<file path="src/rtl/riscv_zero_decode_pipe_if.sv">
// riscv_zero_decode_pipe_if: fetch, writeback and execute-side
// signals of the decode stage, grouped with master/slave views.
interface riscv_zero_decode_pipe_if #(
  parameter int XLEN     = 64,
  parameter int ALU_OP_W = 4
);
  logic                flush;
  logic                in_valid;
  logic                in_ready;
  logic [31:0]         inst_data;
  logic [XLEN-1:0]     pc_in;
  logic                reg_wenable;
  logic [4:0]          reg_waddr;
  logic [XLEN-1:0]     reg_wdata;
  logic                out_valid;
  logic                out_ready;
  logic [6:0]          opcode;
  logic [XLEN-1:0]     immediate;
  logic [4:0]          reg_dest;
  logic [XLEN-1:0]     reg1_out;
  logic [XLEN-1:0]     reg2_out;
  logic [XLEN-1:0]     pc_out;
  logic                writeback_enable;
  logic [1:0]          writeback_source;
  logic                mem_wenable;
  logic                jump;
  logic                branch;
  logic                ALU_A_mux;
  logic                ALU_B_mux;
  logic [ALU_OP_W-1:0] ALU_OP;
  logic                illegal;

  modport master (
    output flush, in_valid, inst_data, pc_in,
    output reg_wenable, reg_waddr, reg_wdata,
    output out_ready,
    input  in_ready, out_valid, opcode, immediate,
    input  reg_dest, reg1_out, reg2_out, pc_out,
    input  writeback_enable, writeback_source,
    input  mem_wenable, jump, branch,
    input  ALU_A_mux, ALU_B_mux, ALU_OP, illegal
  );

  modport slave (
    input  flush, in_valid, inst_data, pc_in,
    input  reg_wenable, reg_waddr, reg_wdata,
    input  out_ready,
    output in_ready, out_valid, opcode, immediate,
    output reg_dest, reg1_out, reg2_out, pc_out,
    output writeback_enable, writeback_source,
    output mem_wenable, jump, branch,
    output ALU_A_mux, ALU_B_mux, ALU_OP, illegal
  );
endinterface

</file>
<file path="src/rtl/riscv_zero_decode_pipe.sv">
// riscv_zero_decode_pipe: RV32I/RV64I decode stage with register
// file, writeback bypass and a single-entry output register.
module riscv_zero_decode_pipe #(
  parameter int XLEN     = 64,
  parameter int NUM_REGS = 32,
  parameter int ALU_OP_W = 4
) (
  input logic clk,
  input logic reset_n,
  riscv_zero_decode_pipe_if.slave bus
);

  localparam int AW = (NUM_REGS > 1) ? $clog2(NUM_REGS) : 1;
  localparam logic [5:0] NR = 6'(NUM_REGS);
  localparam bit RV64 = (XLEN == 64);

  localparam logic [6:0] OPC_LUI   = 7'b0110111;
  localparam logic [6:0] OPC_AUIPC = 7'b0010111;
  localparam logic [6:0] OPC_JAL   = 7'b1101111;
  localparam logic [6:0] OPC_JALR  = 7'b1100111;
  localparam logic [6:0] OPC_BR    = 7'b1100011;
  localparam logic [6:0] OPC_LOAD  = 7'b0000011;
  localparam logic [6:0] OPC_STORE = 7'b0100011;
  localparam logic [6:0] OPC_IMM   = 7'b0010011;
  localparam logic [6:0] OPC_OP    = 7'b0110011;
  localparam logic [6:0] OPC_IMM32 = 7'b0011011;
  localparam logic [6:0] OPC_OP32  = 7'b0111011;

  typedef struct packed {
    logic [6:0]          opcode;
    logic [XLEN-1:0]     imm;
    logic [4:0]          rd;
    logic [4:0]          rs1;
    logic [4:0]          rs2;
    logic [XLEN-1:0]     r1;
    logic [XLEN-1:0]     r2;
    logic [XLEN-1:0]     pc;
    logic                wb_en;
    logic [1:0]          wb_src;
    logic                mem_wen;
    logic                jump;
    logic                branch;
    logic                a_sel;
    logic                b_sel;
    logic [ALU_OP_W-1:0] alu_op;
    logic                illegal;
  } id_ex_t;

  logic [31:0]     inst;
  logic [6:0]      opc;
  logic [2:0]      f3;
  logic [6:0]      f7;
  logic [4:0]      rd;
  logic [4:0]      rs1;
  logic [4:0]      rs2;
  logic [31:0]     imm_i;
  logic [31:0]     imm_s;
  logic [31:0]     imm_b;
  logic [31:0]     imm_u;
  logic [31:0]     imm_j;
  logic signed [31:0] imm32;
  logic [XLEN-1:0] imm_x;
  logic            sh_ok_l;
  logic            sh_ok_r;

  logic            d_wb;
  logic [1:0]      d_src;
  logic            d_mw;
  logic            d_jmp;
  logic            d_br;
  logic            d_a;
  logic            d_b;
  logic            d_lui;
  logic            alt;
  logic [2:0]      fn3;
  logic            br_op;
  logic            bad;
  logic            use_rd;
  logic            use_rs1;
  logic            use_rs2;
  logic            rng_bad;
  logic            d_ill;
  logic [ALU_OP_W-1:0] d_alu;

  logic [XLEN-1:0] rf [NUM_REGS];
  logic            wr_ok;
  logic [XLEN-1:0] rs1_val;
  logic [XLEN-1:0] rs2_val;

  id_ex_t          d;
  id_ex_t          q;
  logic            vld;
  logic            accept;
  logic            stall;

  assign inst = bus.inst_data;
  assign opc  = inst[6:0];
  assign rd   = inst[11:7];
  assign f3   = inst[14:12];
  assign rs1  = inst[19:15];
  assign rs2  = inst[24:20];
  assign f7   = inst[31:25];

  assign imm_i = {{20{inst[31]}}, inst[31:20]};
  assign imm_s = {{20{inst[31]}}, inst[31:25], inst[11:7]};
  assign imm_b = {{19{inst[31]}}, inst[31], inst[7],
                  inst[30:25], inst[11:8], 1'b0};
  assign imm_u = {inst[31:12], 12'd0};
  assign imm_j = {{11{inst[31]}}, inst[31], inst[19:12],
                  inst[20], inst[30:21], 1'b0};
  assign imm_x = XLEN'(imm32);

  // RV64 shift amounts are 6 bits, so only inst[31:26] is funct
  assign sh_ok_l = RV64 ? (f7[6:1] == 6'd0) : (f7 == 7'd0);
  assign sh_ok_r = RV64 ?
    (f7[6:1] == 6'd0 || f7[6:1] == 6'b010000) :
    (f7 == 7'd0 || f7 == 7'h20);

  // opcode/funct decode into control fields and format immediate
  always_comb begin
    d_wb    = 1'b0;
    d_src   = 2'd0;
    d_mw    = 1'b0;
    d_jmp   = 1'b0;
    d_br    = 1'b0;
    d_a     = 1'b0;
    d_b     = 1'b0;
    d_lui   = 1'b0;
    alt     = 1'b0;
    fn3     = 3'd0;
    br_op   = 1'b0;
    bad     = 1'b0;
    use_rd  = 1'b0;
    use_rs1 = 1'b0;
    use_rs2 = 1'b0;
    imm32   = '0;
    unique case (1'b1)
      (opc == OPC_OP): begin
        d_wb = 1'b1; alt = f7[5]; fn3 = f3;
        use_rd = 1'b1; use_rs1 = 1'b1; use_rs2 = 1'b1;
        bad = !(f7 == 7'h00 ||
                (f7 == 7'h20 && (f3 == 3'd0 || f3 == 3'd5)));
      end
      (opc == OPC_OP32): begin
        d_wb = 1'b1; alt = f7[5]; fn3 = f3;
        use_rd = 1'b1; use_rs1 = 1'b1; use_rs2 = 1'b1;
        bad = !RV64 ||
              !(f3 == 3'd0 || f3 == 3'd1 || f3 == 3'd5) ||
              !(f7 == 7'h00 ||
                (f7 == 7'h20 && (f3 == 3'd0 || f3 == 3'd5)));
      end
      (opc == OPC_IMM): begin
        d_wb = 1'b1; d_b = 1'b1; imm32 = imm_i; fn3 = f3;
        alt = (f3 == 3'd5) & f7[5];
        use_rd = 1'b1; use_rs1 = 1'b1;
        if (f3 == 3'd1) bad = !sh_ok_l;
        else if (f3 == 3'd5) bad = !sh_ok_r;
      end
      (opc == OPC_IMM32): begin
        d_wb = 1'b1; d_b = 1'b1; imm32 = imm_i; fn3 = f3;
        alt = (f3 == 3'd5) & f7[5];
        use_rd = 1'b1; use_rs1 = 1'b1;
        if (f3 == 3'd1) bad = (f7 != 7'h00);
        else if (f3 == 3'd5) bad = !(f7 == 7'h00 || f7 == 7'h20);
        else bad = (f3 != 3'd0);
        if (!RV64) bad = 1'b1;
      end
      (opc == OPC_LOAD): begin
        d_wb = 1'b1; d_src = 2'd1; d_b = 1'b1; imm32 = imm_i;
        use_rd = 1'b1; use_rs1 = 1'b1;
        bad = (f3 == 3'd7) || (!RV64 && (f3 == 3'd3 || f3 == 3'd6));
      end
      (opc == OPC_STORE): begin
        d_mw = 1'b1; d_b = 1'b1; imm32 = imm_s;
        use_rs1 = 1'b1; use_rs2 = 1'b1;
        bad = (f3[2] == 1'b1) || (!RV64 && f3 == 3'd3);
      end
      (opc == OPC_BR): begin
        d_br = 1'b1; br_op = 1'b1; imm32 = imm_b;
        use_rs1 = 1'b1; use_rs2 = 1'b1;
        bad = (f3 == 3'd2 || f3 == 3'd3);
      end
      (opc == OPC_JAL): begin
        d_jmp = 1'b1; d_a = 1'b1; d_b = 1'b1; imm32 = imm_j;
        d_wb = 1'b1; d_src = 2'd2; use_rd = 1'b1;
      end
      (opc == OPC_JALR): begin
        d_jmp = 1'b1; d_b = 1'b1; imm32 = imm_i;
        d_wb = 1'b1; d_src = 2'd2;
        use_rd = 1'b1; use_rs1 = 1'b1;
        bad = (f3 != 3'd0);
      end
      (opc == OPC_AUIPC): begin
        d_a = 1'b1; d_b = 1'b1; imm32 = imm_u;
        d_wb = 1'b1; use_rd = 1'b1;
      end
      (opc == OPC_LUI): begin
        d_lui = 1'b1; d_b = 1'b1; imm32 = imm_u;
        d_wb = 1'b1; use_rd = 1'b1;
      end
      default: bad = 1'b1;
    endcase
  end

  // RVE builds reject register fields above the implemented count
  assign rng_bad = (use_rd  && {1'b0, rd}  >= NR) ||
                   (use_rs1 && {1'b0, rs1} >= NR) ||
                   (use_rs2 && {1'b0, rs2} >= NR);
  assign d_ill = bad | rng_bad;
  assign d_alu = br_op ? ALU_OP_W'(4'b1000) : ALU_OP_W'({alt, fn3});

  assign wr_ok = bus.reg_wenable && (bus.reg_waddr != 5'd0) &&
                 ({1'b0, bus.reg_waddr} < NR);

  // register file; x0 is never written
  always_ff @(posedge clk or negedge reset_n) begin
    if (!reset_n) begin
      for (int i = 0; i < NUM_REGS; i++) rf[i] <= '0;
    end else if (wr_ok) begin
      rf[bus.reg_waddr[AW-1:0]] <= bus.reg_wdata;
    end
  end

  // rs1 read with same-cycle writeback bypass
  always_comb begin
    rs1_val = '0;
    if (rs1 != 5'd0 && {1'b0, rs1} < NR) begin
      rs1_val = (wr_ok && bus.reg_waddr == rs1) ?
                bus.reg_wdata : rf[rs1[AW-1:0]];
    end
  end

  // rs2 read with same-cycle writeback bypass
  always_comb begin
    rs2_val = '0;
    if (rs2 != 5'd0 && {1'b0, rs2} < NR) begin
      rs2_val = (wr_ok && bus.reg_waddr == rs2) ?
                bus.reg_wdata : rf[rs2[AW-1:0]];
    end
  end

  // assemble the beat that loads into the stage register
  always_comb begin
    d         = '0;
    d.opcode  = opc;
    d.imm     = imm_x;
    d.rd      = rd;
    d.rs1     = d_lui ? 5'd0 : rs1;
    d.rs2     = rs2;
    d.r1      = d_lui ? '0 : rs1_val;
    d.r2      = rs2_val;
    d.pc      = bus.pc_in;
    d.wb_en   = d_wb & ~d_ill;
    d.wb_src  = d_src;
    d.mem_wen = d_mw & ~d_ill;
    d.jump    = d_jmp & ~d_ill;
    d.branch  = d_br & ~d_ill;
    d.a_sel   = d_a;
    d.b_sel   = d_b;
    d.alu_op  = d_alu;
    d.illegal = d_ill;
  end

  assign bus.in_ready = reset_n & ~bus.flush & (~vld | bus.out_ready);
  assign accept = bus.in_valid & bus.in_ready;
  assign stall  = vld & ~bus.out_ready;

  // stage register: load, drain, flush, refresh operands while held
  always_ff @(posedge clk or negedge reset_n) begin
    if (!reset_n) begin
      q   <= '0;
      vld <= 1'b0;
    end else if (bus.flush) begin
      vld <= 1'b0;
    end else if (accept) begin
      q   <= d;
      vld <= 1'b1;
    end else if (bus.out_ready) begin
      vld <= 1'b0;
    end else if (stall && wr_ok) begin
      if (bus.reg_waddr == q.rs1) q.r1 <= bus.reg_wdata;
      if (bus.reg_waddr == q.rs2) q.r2 <= bus.reg_wdata;
    end
  end

  assign bus.out_valid        = vld;
  assign bus.opcode           = q.opcode;
  assign bus.immediate        = q.imm;
  assign bus.reg_dest         = q.rd;
  assign bus.reg1_out         = q.r1;
  assign bus.reg2_out         = q.r2;
  assign bus.pc_out           = q.pc;
  assign bus.writeback_enable = q.wb_en;
  assign bus.writeback_source = q.wb_src;
  assign bus.mem_wenable      = q.mem_wen;
  assign bus.jump             = q.jump;
  assign bus.branch           = q.branch;
  assign bus.ALU_A_mux        = q.a_sel;
  assign bus.ALU_B_mux        = q.b_sel;
  assign bus.ALU_OP           = q.alu_op;
  assign bus.illegal          = q.illegal;

endmodule

</file>
<file path="src/flat_wrapper.sv">
// flat-port wrapper written by rule: the top's interface ports become plain ports
module riscv_zero_decode_pipe_flat 
#(
  parameter int XLEN     = 64,
  parameter int NUM_REGS = 32,
  parameter int ALU_OP_W = 4
)
  (clk, reset_n, bus_flush, bus_in_valid, bus_inst_data, bus_pc_in, bus_reg_wenable, bus_reg_waddr, bus_reg_wdata, bus_out_ready, bus_in_ready, bus_out_valid, bus_opcode, bus_immediate, bus_reg_dest, bus_reg1_out, bus_reg2_out, bus_pc_out, bus_writeback_enable, bus_writeback_source, bus_mem_wenable, bus_jump, bus_branch, bus_ALU_A_mux, bus_ALU_B_mux, bus_ALU_OP, bus_illegal);
  riscv_zero_decode_pipe_if #(.XLEN(XLEN), .ALU_OP_W(ALU_OP_W)) bus_i ();
  input logic clk;
  input logic reset_n;
  input wire logic [$bits(bus_i.flush)-1:0] bus_flush;
  input wire logic [$bits(bus_i.in_valid)-1:0] bus_in_valid;
  input wire logic [$bits(bus_i.inst_data)-1:0] bus_inst_data;
  input wire logic [$bits(bus_i.pc_in)-1:0] bus_pc_in;
  input wire logic [$bits(bus_i.reg_wenable)-1:0] bus_reg_wenable;
  input wire logic [$bits(bus_i.reg_waddr)-1:0] bus_reg_waddr;
  input wire logic [$bits(bus_i.reg_wdata)-1:0] bus_reg_wdata;
  input wire logic [$bits(bus_i.out_ready)-1:0] bus_out_ready;
  output wire logic [$bits(bus_i.in_ready)-1:0] bus_in_ready;
  output wire logic [$bits(bus_i.out_valid)-1:0] bus_out_valid;
  output wire logic [$bits(bus_i.opcode)-1:0] bus_opcode;
  output wire logic [$bits(bus_i.immediate)-1:0] bus_immediate;
  output wire logic [$bits(bus_i.reg_dest)-1:0] bus_reg_dest;
  output wire logic [$bits(bus_i.reg1_out)-1:0] bus_reg1_out;
  output wire logic [$bits(bus_i.reg2_out)-1:0] bus_reg2_out;
  output wire logic [$bits(bus_i.pc_out)-1:0] bus_pc_out;
  output wire logic [$bits(bus_i.writeback_enable)-1:0] bus_writeback_enable;
  output wire logic [$bits(bus_i.writeback_source)-1:0] bus_writeback_source;
  output wire logic [$bits(bus_i.mem_wenable)-1:0] bus_mem_wenable;
  output wire logic [$bits(bus_i.jump)-1:0] bus_jump;
  output wire logic [$bits(bus_i.branch)-1:0] bus_branch;
  output wire logic [$bits(bus_i.ALU_A_mux)-1:0] bus_ALU_A_mux;
  output wire logic [$bits(bus_i.ALU_B_mux)-1:0] bus_ALU_B_mux;
  output wire logic [$bits(bus_i.ALU_OP)-1:0] bus_ALU_OP;
  output wire logic [$bits(bus_i.illegal)-1:0] bus_illegal;
  assign bus_i.flush = bus_flush;
  assign bus_i.in_valid = bus_in_valid;
  assign bus_i.inst_data = bus_inst_data;
  assign bus_i.pc_in = bus_pc_in;
  assign bus_i.reg_wenable = bus_reg_wenable;
  assign bus_i.reg_waddr = bus_reg_waddr;
  assign bus_i.reg_wdata = bus_reg_wdata;
  assign bus_i.out_ready = bus_out_ready;
  assign bus_in_ready = bus_i.in_ready;
  assign bus_out_valid = bus_i.out_valid;
  assign bus_opcode = bus_i.opcode;
  assign bus_immediate = bus_i.immediate;
  assign bus_reg_dest = bus_i.reg_dest;
  assign bus_reg1_out = bus_i.reg1_out;
  assign bus_reg2_out = bus_i.reg2_out;
  assign bus_pc_out = bus_i.pc_out;
  assign bus_writeback_enable = bus_i.writeback_enable;
  assign bus_writeback_source = bus_i.writeback_source;
  assign bus_mem_wenable = bus_i.mem_wenable;
  assign bus_jump = bus_i.jump;
  assign bus_branch = bus_i.branch;
  assign bus_ALU_A_mux = bus_i.ALU_A_mux;
  assign bus_ALU_B_mux = bus_i.ALU_B_mux;
  assign bus_ALU_OP = bus_i.ALU_OP;
  assign bus_illegal = bus_i.illegal;
  riscv_zero_decode_pipe #(.XLEN(XLEN), .NUM_REGS(NUM_REGS), .ALU_OP_W(ALU_OP_W)) u_core (.clk(clk), .reset_n(reset_n), .bus(bus_i));
endmodule
</file>
<file path="config.mk">
export PLATFORM = sky130hd
export DESIGN_NAME = riscv_zero_decode_pipe_flat
export DESIGN_NICKNAME = d
export VERILOG_FILES = /design/src/rtl/riscv_zero_decode_pipe_if.sv /design/src/rtl/riscv_zero_decode_pipe.sv /design/src/flat_wrapper.sv
export SDC_FILE = /design/constraint.sdc
export NUM_CORES = 2
export LEC_CHECK = 0
export ABC_CLOCK_PERIOD_IN_PS = 2300
export BUFFER_PORTS_ARGS = -buffer_cell sky130_fd_sc_hd__buf_2
export CAP_MARGIN = 25
export CORE_MARGIN = 4
export CORE_UTILIZATION = 50
export DETAILED_ROUTE_END_ITERATION = 10
export PLACE_DENSITY_LB_ADDON = 0.05
export SYNTH_ARGS = -nofsm -noshare
export SYNTH_HDL_FRONTEND = slang
export SYNTH_SLANG_ARGS = --single-unit
</file>
<file path="constraint.sdc">
create_clock -name clk -period 2.3 [get_ports clk]
set_input_delay 0.345 -clock clk [delete_from_list [all_inputs] [get_ports clk]]
set_output_delay 0.345 -clock clk [all_outputs]
set_load 0.01 [all_outputs]
</file>
==> flow_summary.toml <==
[status]
status = "complete, but fails checks"
violations = "negative setup slack"

[logic_synthesis]
async_reset_ff_share_pct = 100.0
synthFlopType = "dfrtp_1"
synth.top_cell.area_share_pct = 47.48
post-synth-top-count-cell = "dfrtp_1"
synth_edf_count = 0
synth_cell_types = 74
ys_seq_area_share_pct = 47.48
synth_cells = 8548
avgSynthCellArea_um2 = 14.23
yosysTopAreaCell = "dfrtp_1"
synth_seq_cells = 2308
synth_area_leaders = "dfrtp_1, mux2_2, mux4_2"
synth_common_cells = "dfrtp_1, mux2_2, mux4_2, clkbuf_1, nand2_1"
synth_warnings = 0
syn_nets = 8719
synth_area_mm2 = 0.1216

[finish]
nFillCells = 18530
fin_cells = 12550
nNetsFinal = 9325
multiInputGateArea_mm2 = 0.05845
design_area_mm2 = 0.1447
synthToLayoutAreaGrowth_pct = 18.93
final-seq-area_mm2 = 0.05776
layout-drive-gt1-share_pct = 52.46

[cts]
cts_sinks = 2308
cts_max_level = 5
clock_latency_ns = 0.96
cts_inserted_buffers = 280
cts-root-buf = "clkbuf_16"
clk_pin_slew_ns = 0.06
clockBufferDepth = 4
cts_tree = "done"

[power]
power.leakage_nw = 64.13
powerDensity_mw_per_mm2 = 854.2
p_total_mw = 123.6
ir_worst_vdd_mv = 0.6593

[place]
dp_hpwl_um = 296000
pre_cts_slack_ns = -0.5833
port_buffers = 453
placedCellCount = 11910
place.gp.congestion = 0.8801
dpl-instance-area_mm2 = 0.1336

[timing]
setup_viol = 1
rsz0062_at_grt = "true"
timing.fmax_mhz = 429.0
setup_ws_ns = -0.03088
min_period_over_period_pct = 101.3
hold_violations = 0
max_slew_margin_pct = 28.50
fin_crit_ns = 2.331
tightest_slew_ns = 1.073
maxSlewViolCount = 0
fin_skew_ns = 0.04643
whs_ns = 0.05759

[setup_path]
worst_setup_path_end_kind = "output pin"
worstRegToRegCells = 11
rr_startpoint = "u_core.bus.out_valid$_DFFE_PN0P_"
rr_endpoint = "u_core.bus.reg2_out[7]$_DFFE_PN0P_"
crit_arrival_ns = 1.99
worst-setup-path-type = "register to output pin"
r2r_setup_slack_ns = 0.01
startpoint_type = "register"
cp.required_ns = 1.96
path_max_fanout = 5

[detailed_routing]
vias = 84370
wl_um = 448600
route.detailed.drc = 0
detail_route.wl_per_cell_um = 35.74
initialDrtViolationCount = 8966
final_antenna_net_count = 0
drt_pass1_iterations = 6
via_per_inst = 6.722

[floorplan]
die_x_um = 501.3
row_count = 180
initial_core_util_pct = 50.43
dieArea_mm2 = 0.2513
io_pins = 454
core_area_mm2 = 0.2412
die_y_um = 501.3

[global_route]
grt_usage_pct = 35.40
use_met1_pct = 48.93
grt_start_max_net_pins = 176
grt_use_met3_pct = 8.630
use_met2_pct = 53.81
top_usage_layer = "met2"
antenna_found_initial = 38
grt_pass1_vias = 85460
grt_pass1_wl_um = 638900
grt-ovfl-total = 0

[worst_hold_path]
hold_depth = 4
hp-class = "primary input to register"
min_to = "u_core.bus.immediate[21]$_DFFE_PN0P_"
min_from = "bus_inst_data[21]"

[run]
maxCapViolCount = 0
-- how the worst max path moves through the flow --
stage | start | to | cells after the start
after detailed placement | bus_inst_data[20] | u_core.bus.reg2_out[15]$_DFFE_PN0P_ | 8
after CTS | u_core.bus.out_valid$_DFFE_PN0P_ | bus_in_ready | 5
after floorplan | bus_inst_data[20] | u_core.bus.reg2_out[21]$_DFFE_PN0P_ | 9
after global routing | u_core.bus.out_valid$_DFFE_PN0P_ | bus_in_ready | 5
final | u_core.bus.out_valid$_DFFE_PN0P_ | bus_in_ready | 5
after global placement | bus_out_ready | u_core.bus.reg2_out[15]$_DFFE_PN0P_ | 10
-- power by group --
| part | leakage [nW] | internal [mW] | switching (mW) |
|---|---|---|---|
| clock network | 4.47 | 26.5 | 17.7 |
| registers | 29.5 | 48.2 | 6.04 |
| logic | 30.1 | 14.7 | 10.5 |
| total | 64.1 | 89.4 | 34.2 |
-- worst max-delay path: stages, from the launching register on --
cell and delay (ns):
dfrtp_1 0.38, nand2b_1 0.13, buf_12 0.15, buf_8 0.12, and2_4 0.16, buf_6 0.10
-- placed cells by master, fill, tap and decap left out, types with 15 or more instances in the layout --
| master | instances |
|---|---|
| nor4_1 | 21 |
| nand4_1 | 23 |
| mux2_2 | 2018 |
| clkbuf_8 | 70 |
| a221o_1 | 36 |
| buf_2 | 443 |
| a22oi_1 | 85 |
| mux2i_1 | 364 |
| clkinv_2 | 37 |
| o22ai_1 | 108 |
| a32o_1 | 19 |
| dlygate4sd3_1 | 137 |
| mux4_2 | 962 |
| o21ai_0 | 113 |
| a21oi_1 | 176 |
| nor4_4 | 22 |
| nor2_1 | 107 |
| nor2b_1 | 16 |
| nand2b_1 | 24 |
| xor2_1 | 17 |
| dfrtp_1 | 2307 |
| buf_4 | 547 |
| nor3_1 | 15 |
| clkbuf_16 | 292 |
| a211oi_1 | 27 |
| and2_1 | 16 |
| inv_1 | 28 |
| nor2_4 | 18 |
| diode_2 | 29 |
| a221oi_1 | 36 |
| nand3_1 | 84 |
| buf_12 | 363 |
| o221ai_1 | 18 |
| nand2_1 | 443 |
| a22o_1 | 20 |
| clkbuf_1 | 51 |
| o2111ai_1 | 17 |
-- registers in the layout, indices dropped and copies added, names as in the netlist, 2 cells and up --
signal	flops
u_core.q	10
u_core.bus.immediate	32
u_core.bus.writeback_source	2
u_core.bus.reg_dest	5
u_core.bus.pc_out	64
u_core.bus.reg2_out	64
u_core.bus.ALU_OP	4
u_core.bus.reg1_out	64
u_core.rf	2048
u_core.bus.opcode	7
-- kinds of logic (layout without fill, tap and decap cells) --
group | Yosys count | after routing | synth area share [%]
AOI/OAI and AO/OA | 788 | 788 | 4.461
other | 0 | 29 | 0
DFF | 2308 | 2308 | 47.48
buffers and inverters | 1215 | 2005 | 5.160
and+or+nand+nor | 861 | 861 | 3.165
muxes | 3354 | 3354 | 39.58
xor gates and xnor gates | 22 | 22 | 0.1584
-- repair_timing --
item | CTS | global route
pin swaps | 3 | 25
endpoints found under the hold margin | 813 | 0
buffers inserted | 2 | 9
hold buffers | 137 | 0
gates resized for setup | 21 | 61
gates cloned | 0 | 3
endpoints found under the setup margin | 74 | 69
-- metrics by stage --
step,setup TNS [ns],utilization [%]
2_1_floorplan,-0.4002,-
5_1_grt,-0.7199,59.96
4_1_cts,-0.1385,59.74
3_5_place_dp,-118.67,55.37
6_report,-0.03088,59.98
3_3_place_gp,-104.50,55.37
-- layout make-up --
cell class / count / share of cell area [%]
clock buffers: 410 / 5.797
multi-input cells: 5025 / 40.40
repair buffers: 1510 / 10.57
diodes: 29 / 0.05016
clock inverters: 56 / 0.4298
well taps: 3185 / 2.754
flip-flops and latches: 2308 / 39.92
inverters: 29 / 0.08043
-- layer usage --
layer	wire [um]	part of all wire, %	vias up
met3	42480	9.5	988
met2	204300	46	4464
met1	180300	40	45490
met4	21460	4.8	10
met5	63	0.014	-
li1	-	-	33420
No activity file was read; power rests on OpenSTA's default activity.
